## config.mk

```make
export PLATFORM = sky130hd
export DESIGN_NAME = alu_seq
export DESIGN_NICKNAME = d
export VERILOG_FILES = /design/src/rtl/alu_seq.sv
export SDC_FILE = /design/constraint.sdc
export NUM_CORES = 1
export LEC_CHECK = 0
export CAP_MARGIN = 25
export CORE_MARGIN = 8
export CORE_UTILIZATION = 40
export CTS_BUF_LIST = sky130_fd_sc_hd__clkbuf_4 sky130_fd_sc_hd__clkbuf_8
export CTS_CLUSTER_DIAMETER = 40
export CTS_CLUSTER_SIZE = 8
export DETAILED_ROUTE_END_ITERATION = 8
export PLACE_DENSITY = 0.59
export SLEW_MARGIN = 10
export SYNTH_ARGS = -nofsm -noshare
export SYNTH_HDL_FRONTEND = slang
export SYNTH_SLANG_ARGS = --single-unit
```

## constraint.sdc

```tcl
create_clock -name clk -period 6.4 [get_ports clk]
set_input_delay 1.92 -clock clk [delete_from_list [all_inputs] [get_ports clk]]
set_output_delay 1.92 -clock clk [all_outputs]
set_load 0.02 [all_outputs]
```

## src/rtl/alu_seq.sv

```systemverilog
// Handshaked W-bit ALU: single-cycle arithmetic/logic/shift ops plus an
// iterative shift-add unsigned multiply, with registered result and Z/N/V/C.
module alu_seq #(
  parameter  int W   = 16,
  localparam int SHW = $clog2(W)
) (
  input  logic         clk,
  input  logic         reset,
  input  logic         in_valid,
  output logic         in_ready,
  input  logic [W-1:0] val_A,
  input  logic [W-1:0] val_B,
  input  logic [2:0]   alu_op,
  output logic         out_valid,
  input  logic         out_ready,
  output logic [W-1:0] alu_out,
  output logic         Z,
  output logic         N,
  output logic         V,
  output logic         C
);

  localparam logic [2:0] OP_ADD = 3'b000, OP_SUB = 3'b001, OP_AND = 3'b010,
                         OP_NOTB = 3'b011, OP_LSL = 3'b100, OP_LSR = 3'b101,
                         OP_ASR = 3'b110, OP_MUL = 3'b111;

  typedef enum logic [1:0] {S_IDLE, S_MUL, S_DONE} state_t;

  state_t           r_state;
  logic             r_valid;
  logic [W-1:0]     r_out;
  logic             r_z, r_n, r_v, r_c;
  logic [SHW-1:0]   r_cnt;
  logic [2*W-1:0]   r_acc;
  logic [2*W-1:0]   r_ma;
  logic [W-1:0]     r_mb;

  logic             w_accept;
  logic [SHW-1:0]   w_sh;
  logic [W:0]       w_sum, w_dif, w_shl, w_shr, w_asr;
  logic [W-1:0]     w_res;
  logic             w_v, w_c;

  assign in_ready = !reset && (r_state == S_IDLE) && (!r_valid || out_ready);
  assign w_accept = in_valid && in_ready;
  assign w_sh     = val_B[SHW-1:0];

  // One extra bit on each shift captures the last bit shifted out (0 when sh=0)
  assign w_sum = {1'b0, val_A} + {1'b0, val_B};
  assign w_dif = {1'b0, val_A} + {1'b0, ~val_B} + (W+1)'(1);
  assign w_shl = {1'b0, val_A} << w_sh;
  assign w_shr = {val_A, 1'b0} >> w_sh;
  assign w_asr = $signed({val_A, 1'b0}) >>> w_sh;

  always_comb begin
    w_res = '0;
    w_v   = 1'b0;
    w_c   = 1'b0;
    case (alu_op)
      OP_ADD: begin
        w_res = w_sum[W-1:0];
        w_c   = w_sum[W];
        w_v   = (val_A[W-1] == val_B[W-1]) && (w_sum[W-1] != val_A[W-1]);
      end
      OP_SUB: begin
        w_res = w_dif[W-1:0];
        w_c   = w_dif[W];
        w_v   = (val_A[W-1] != val_B[W-1]) && (w_dif[W-1] != val_A[W-1]);
      end
      OP_AND:  w_res = val_A & val_B;
      OP_NOTB: w_res = ~val_B;
      OP_LSL: begin
        w_res = w_shl[W-1:0];
        w_c   = w_shl[W];
      end
      OP_LSR: begin
        w_res = w_shr[W:1];
        w_c   = w_shr[0];
      end
      OP_ASR: begin
        w_res = w_asr[W:1];
        w_c   = w_asr[0];
      end
      default: ;
    endcase
  end

  always_ff @(posedge clk) begin
    if (reset) begin
      r_state <= S_IDLE;
      r_valid <= 1'b0;
      r_out   <= '0;
      r_z     <= 1'b0;
      r_n     <= 1'b0;
      r_v     <= 1'b0;
      r_c     <= 1'b0;
      r_cnt   <= '0;
      r_acc   <= '0;
      r_ma    <= '0;
      r_mb    <= '0;
    end else begin
      if (r_valid && out_ready) r_valid <= 1'b0;
      case (r_state)
        S_IDLE: if (w_accept) begin
          if (alu_op == OP_MUL) begin
            r_state <= S_MUL;
            r_ma    <= {{W{1'b0}}, val_A};
            r_mb    <= val_B;
            r_acc   <= '0;
            r_cnt   <= '0;
          end else begin
            r_valid <= 1'b1;
            r_out   <= w_res;
            r_z     <= (w_res == '0);
            r_n     <= w_res[W-1];
            r_v     <= w_v;
            r_c     <= w_c;
          end
        end
        S_MUL: begin
          // A<<cnt and B[cnt] kept as running shifts instead of indexed muxes
          if (r_mb[0]) r_acc <= r_acc + r_ma;
          r_ma  <= r_ma << 1;
          r_mb  <= r_mb >> 1;
          r_cnt <= r_cnt + SHW'(1);
          if (r_cnt == SHW'(W-1)) r_state <= S_DONE;
        end
        S_DONE: begin
          r_valid <= 1'b1;
          r_out   <= r_acc[W-1:0];
          r_z     <= (r_acc[W-1:0] == '0);
          r_n     <= r_acc[W-1];
          r_v     <= |r_acc[2*W-1:W];
          r_c     <= 1'b0;
          r_state <= S_IDLE;
        end
        default: r_state <= S_IDLE;
      endcase
    end
  end

  assign out_valid = r_valid;
  assign alu_out   = r_out;
  assign Z         = r_z;
  assign N         = r_n;
  assign V         = r_v;
  assign C         = r_c;

endmodule

```

==> metrics.txt, run 1 <==
outcome finished, final reports clean; layout cell share with drive strength beyond 1 8.71%; Max clock buf depth 2; CTS HTree Levels 3; distinct cell type count after synthesis 80; EDFF count, synth 0; max cap viols 0; Die Area 0.0295 mm^2; GRT overflow 0; Peak VDD IR 0.0000941 V; maximum operating frequency 186 MHz; CP Capture Type flop; pwr dens 152 mW/mm^2; initial core utilization 40.3%; cells after synthesis 1,281; crit start category primary input; antenna cells 0; top cell type's share of synthesized area 21.9%; Yosys top cell by area dfxtp_1; DR iter-0 viols 779; Mapped Area 0.00970 mm^2; Seq/Total Area, Yosys 21.9%; Min Clock Period, post-route 5.38 ns; worst-path maximum fanout 11; port bufs 60; Max Slew Vio Count 0; via/cell ratio 6.16; vias in the first global route 9,478; Die Y 172 um; chip width 172 um; LEAKAGE 4.17 nW; Clk pwr share 26.0%; detailed-route via count 9,988; Tightest Pin Transition 0.981 ns; Sw Pwr 607 uW; Layout area overhead 11.3%; Core ar. 0.0240 mm^2; setup_tns 0 ns; P_int 1.04 mW; first-pass GRT wire length 53.5 mm; hpwl dp 24.7 mm; WL final 33.7 mm; root buf cell clkbuf_8; clk sinks 106; post-synthesis area per instance 7.57 um^2; average routed wire per standard cell 20.8 um; Post-CTS Repair Setup Buffers 0; CP Data Required Time 6.75 ns; final worst path period share 84.0%; flops & latches, synth 106; crit path DAT 5.72 ns; Area contributors post-synth dfxtp_1, ha_1, nand2_1; final setup vio count 0; largest net degree at the start of global routing 101; Async SR Flop Fraction 0%; Post-synth top flop dfxtp_1; CTS tree built; CTS Hold Buffers Added 0; clk_skew 0.0219 ns; Cell Area, Placed 0.0106 mm^2; slowest stage cell on the critical path clkdlybuf4s50_1; GP Congestion 0.983; # IOs 61; Rows 57; # resized after CTS 0; TritonRoute pass-1 iters 5; Synth Warn # 0; Residual DRC 0; post-route ant nets 0; Setup CP Type primary input to flop; TritonCTS Buffers 9; clk slew on worst S/H paths 0.12 ns; nets 1,401; Hold Path Class flop to flop; synthesized net count 1,389; Buf/Inv on CP 2; Crit path max-delay family compound AO/OA/AOI/OAI gates; Comb pwr share 31.9%; switching share of power 36.9%; clk_lat worst skew 0.40 ns; initial antenna violation count 0; RSZ-0062 raised after global routing false; CP max stage delay 0.71 ns; final core occ 44.9%; crit-path cells clkdlybuf4s50_1 -> inv_1 -> fa_1 -> and2_1 -> o21a_1 -> o31ai_1 -> o32ai_1 -> or4b_1 -> a2111oi_2 -> o2111ai_1 -> nor3_1 -> nand3_1 -> a21oi_2; Slew HR 34.6%; design area 0.0108 mm^2; Flop pwr share 42.1%; total track usage 22.8%; Fin. Hold Viols 0
## power groups by stage
stage	clock network [mW]	logic (mW)	registers (mW)
5_1_grt	0.463	0.562	0.694
6_report	0.427	0.524	0.692
4_1_cts	0.442	0.511	0.692
3_3_place_gp	0	0.509	0.706
3_5_place_dp	0	0.509	0.707
2_1_floorplan	0	0.330	0.710
## state kept, by name, summed over array words and instances, names as in the netlist
register   count
V              1
r_cnt          4
out_valid      1
r_ma          32
r_state        2
r_mb          16
r_acc         32
Z              1
alu_out       16
C              1
## area by class of cell
cell class / count / area [um^2]
clock buffer: 9 / 124
clock inverter: 7 / 72.6
fill: 2490 / 13200
inverter: 36 / 135
multi-input combinational: 1045 / 7070
sequential: 106 / 2120
tap: 324 / 405
timing repair buffer: 95 / 866
## layer usage
metal  up-vias  GRT usage (%)  wire, um
li1       4808              -         -
met1      4716           30.9     15200
met2       395           35.7     14800
met3        69           3.44      2330
met4         0           9.30      1310
met5         -              0         0
## Yosys cell counts (all sizes together), types with 5 or more instances
master / number
a211o: 5
o31ai: 12
nor4: 14
and2: 10
a221o: 5
a311oi: 34
a21o: 16
a22oi: 23
xor2: 15
a21oi: 111
a211oi: 13
nand4: 8
nand2: 160
or2: 5
dfxtp: 106
mux2: 17
ha: 66
a31oi: 16
nor3: 24
and3: 14
nor2: 119
o21bai: 6
o211ai: 12
buf: 17
nand3: 51
nor4b: 8
inv: 35
mux2i: 30
o21ai: 60
nor3b: 9
nor2b: 21
a221oi: 7
clkbuf: 77
or3: 9
mux4: 16
o22ai: 9
nand2b: 14
a2111oi: 5
xnor2: 21
o21a: 10
o221ai: 10
o2111ai: 9
## worst register-to-register path, cell delays in order, from the launching register on
cell	delay [ns]
dfxtp_1	0.38
ha_1	0.38
a21o_1	0.19
a2111oi_0	0.41
a21oi_1	0.24
a2111oi_4	0.52
o211ai_1	0.29
a211o_1	0.35
a31o_1	0.21
a21oi_1	0.18
xor2_1	0.16
o31ai_1	0.07
## logic make-up (layout without fill, tap and decap cells)
logic type,count (synthesis),in the layout,synth area share (%)
AND/OR/NAND/NOR,480,480,23.6
AO/OA/AOI/OAI,397,397,28.0
buffers and inverters,130,147,5.41
flip-flops,106,106,21.9
adder cells (fa/ha/maj),69,69,9.14
multiplexers,63,63,8.79
XOR/XNOR,36,36,3.25
## stage by stage
stage,worst slack [ns],power [mW],hold slack [ns],std cells
2_1_floorplan,1.13,1.04,0.445,1281
3_3_place_gp,0.690,1.22,0.464,1605
3_5_place_dp,0.654,1.22,0.468,1605
4_1_cts,1.10,1.65,0.479,1621
5_1_grt,0.761,1.72,0.501,1622
6_report,1.02,1.64,0.471,1622
## cells in the final DEF (no fill, tap or decap), types with 22 or more instances in the layout
master / synthesis / layout
a21oi_1: 110 / 110
a22oi_1: 23 / 23
a311oi_1: 34 / 34
buf_4: 1 / 35
clkdlybuf4s50_1: 0 / 56
dfxtp_1: 106 / 106
ha_1: 66 / 66
inv_1: 34 / 34
mux2i_1: 30 / 30
nand2_1: 160 / 160
nand3_1: 51 / 51
nor2_1: 119 / 119
nor3_1: 24 / 22
o21ai_0: 59 / 59
## final timing paths
kind,from,endpoint,slack (ns),cells after the start
worst min-delay path,r_ma[17],r_ma[18],0.47,2
worst max register to register,r_acc[4],r_acc[30],2.91,11
worst max-delay path,val_A[1],Z,1.02,13
worst min register to register,r_ma[17],r_ma[18],0.47,2
Note: power is estimated with default switching activity, not from simulation.
==> inputs of run 2 (changes only) <==
- PLACE_DENSITY: 0.59 -> 0.61
- clock period: 6.4 -> 4.4 ns (I/O delays scaled with it)
==> run 2 against run 1 <==
Effect of this change:
- register-to-register slack got worse by 2.0 ns
- worst hold slack improved by 0.0039 ns
- first-iteration DRC count decreased by 1.7%
- design area increased by 9.9%
- clock power increased by 51%
- combinational power increased by 74%
- via count increased by 4.7%
- non-clock buffer count increased by 130
- clock skew decreased by 0.0037 ns
- final cell count increased by 8.0%
- critical endpoint unchanged
- largest cell class unchanged
- highest routed layer unchanged
==> metrics.txt, run 2 (synthesized netlist as in run 1, its figures left out) <==
Comb pwr share 35.6%; most frequent cells in the layout buf_4, nand2_1, nor2_1, a21oi_1, dfxtp_1; initial antenna violation count 0; Flop pwr share 39.3%; P_int 1.68 mW; highest routed layer met4; outcome finished, final reports clean; chip width 172 um; Tightest Pin Transition 0.952 ns; met2 routed WL 16.0 mm; port bufs 60; worst-path maximum fanout 6; Final Non-Filler Cells 1,752; clk slew on worst S/H paths 0.11 ns; # IOs 61; LEAKAGE 4.81 nW; Core ar. 0.0240 mm^2; TritonCTS Buffers 9; Post-CTS Repair Setup Buffers 0; total track usage 23.6%; nets 1,531; Min Clock Period, post-route 4.33 ns; Die Area 0.0295 mm^2; final worst path period share 98.4%; reg-to-reg endpoint r_acc[30]; WL final 34.6 mm; Slew HR 36.5%; initial core utilization 40.3%; reg2reg setup slack 0.93 ns; clk sinks 106; Critical Path End Z; CP Data Required Time 4.73 ns; RSZ-0062 raised after global routing true; dpl cells 1,736; reg2reg path depth 11; Max Slew Vio Count 0; Peak VDD IR 0.000147 V; GRT overflow 0; Tot Pwr 2.56 mW; clk_skew 0.0183 ns; commonest non-fill, non-tap cell in the layout buf_4; post-route ant nets 0; Max clock buf depth 2; max cap viols 0; Residual DRC 0; largest net degree at the start of global routing 64; root buf cell clkbuf_8; biggest regs r_acc: 32 flops, r_ma: 32 flops; Fin. Hold Viols 0; GP Congestion 0.969; met1 WL 15.7 mm; average routed wire per standard cell 19.7 um; hpwl dp 26.7 mm; setup_tns 0 ns; final setup vio count 0; R2R Path Start r_acc[4]; Setup CP Type primary input to flop; Layout area overhead 22.4%; detailed-route via count 10,500; crit path DAT 4.66 ns; Die Y 172 um; antenna cells 0; via/cell ratio 5.97; fill count 2,401; CTS HTree Levels 3; CP Capture Type flop; layout cell share with drive strength beyond 1 17.9%; Sw Pwr 887 uW; CTS tree built; Hold Path Class flop to flop; first-pass GRT wire length 55.4 mm; met3 wire len 1.79 mm; crit start category primary input; switching share of power 34.6%; DR iter-0 viols 766; clk_lat worst skew 0.39 ns; Worst Setup SP val_A[0]; vias in the first global route 10,000; Rows 57; pwr dens 216 mW/mm^2; TritonRoute pass-1 iters 5; Hold WS 0.475 ns; Clk pwr share 25.1%; CTS Hold Buffers Added 0; maximum operating frequency 231 MHz
## run 2: changes by cell type in the layout (fill, tap and decap cells not counted), moves of 2 or more
cell | previous run | this run
clkinv_4 | 1 | 3
buf_4 | 35 | 165
a221oi_1 | 7 | 5
clkinv_8 | 2 | 0
a221oi_2 | 0 | 2
inv_6 | 3 | 0
## run 2: power groups by stage
stage          clock (mW)  combinational, mW  sequential [mW]
3_3_place_gp            0              0.880             1.03
4_1_cts             0.659              0.896             1.01
6_report            0.643              0.913             1.01
3_5_place_dp            0              0.885             1.03
5_1_grt             0.695              0.987             1.01
2_1_floorplan           0              0.486             1.03
## run 2: layout make-up
cell class              instances  area [um^2]  area share [%]
well taps                     324          405            3.42
clock buffers                  10          131            1.11
clock inverters                 6         75.1           0.633
multi-input cells            1045         7160            60.4
flip-flops and latches        106         2120            17.9
inverters                      36          136            1.15
repair buffers                225         1830            15.5
## run 2: what timing repair did
| action | 4_1_cts | 5_1_grt |
|---|---|---|
| cloned | 0 | 0 |
| pin swaps | 1 | 1 |
| resized for setup | 4 | 7 |
| endpoints found under the setup margin | 1 | 5 |
## run 2: layer usage
| layer | vias to the layer above | GRT usage (%) |
|---|---|---|
| met5 | - | 0 |
| met4 | 0 | 9.19 |
| met3 | 62 | 2.71 |
| met2 | 325 | 38.9 |
| met1 | 5007 | 31.1 |
| li1 | 5061 | - |
## run 2: worst min path at each step
stage	cells after the start	start	end	slack, ns
floorplan	2	r_mb[15]	r_mb[15]	0.44
global placement	2	r_ma[16]	r_ma[17]	0.46
detailed placement	2	r_ma[21]	r_ma[22]	0.47
CTS	2	r_ma[19]	r_ma[20]	0.48
global route	2	r_ma[19]	r_ma[20]	0.50
finish	2	r_ma[19]	r_ma[20]	0.47
## run 2: through the flow
step	instance area (um^2)	setup slack [ns]	util, %
floorplan	9740	0.0363	-
global placement	11600	-0.574	48.3
detailed placement	11600	-0.584	48.3
CTS	11800	0.0339	49.2
global route	11900	-0.0378	49.4
finish	11900	0.0685	49.4
## run 2: critical path: stages
cell,delay (ns)
clkdlybuf4s50_1,0.43
buf_4,0.17
ha_1,0.20
buf_4,0.15
nor2b_1,0.14
o311a_1,0.33
or4_4,0.48
a31oi_4,0.21
o221ai_1,0.14
a211o_1,0.30
or3_1,0.37
nor3_2,0.20
nand3_1,0.11
a21oi_2,0.12
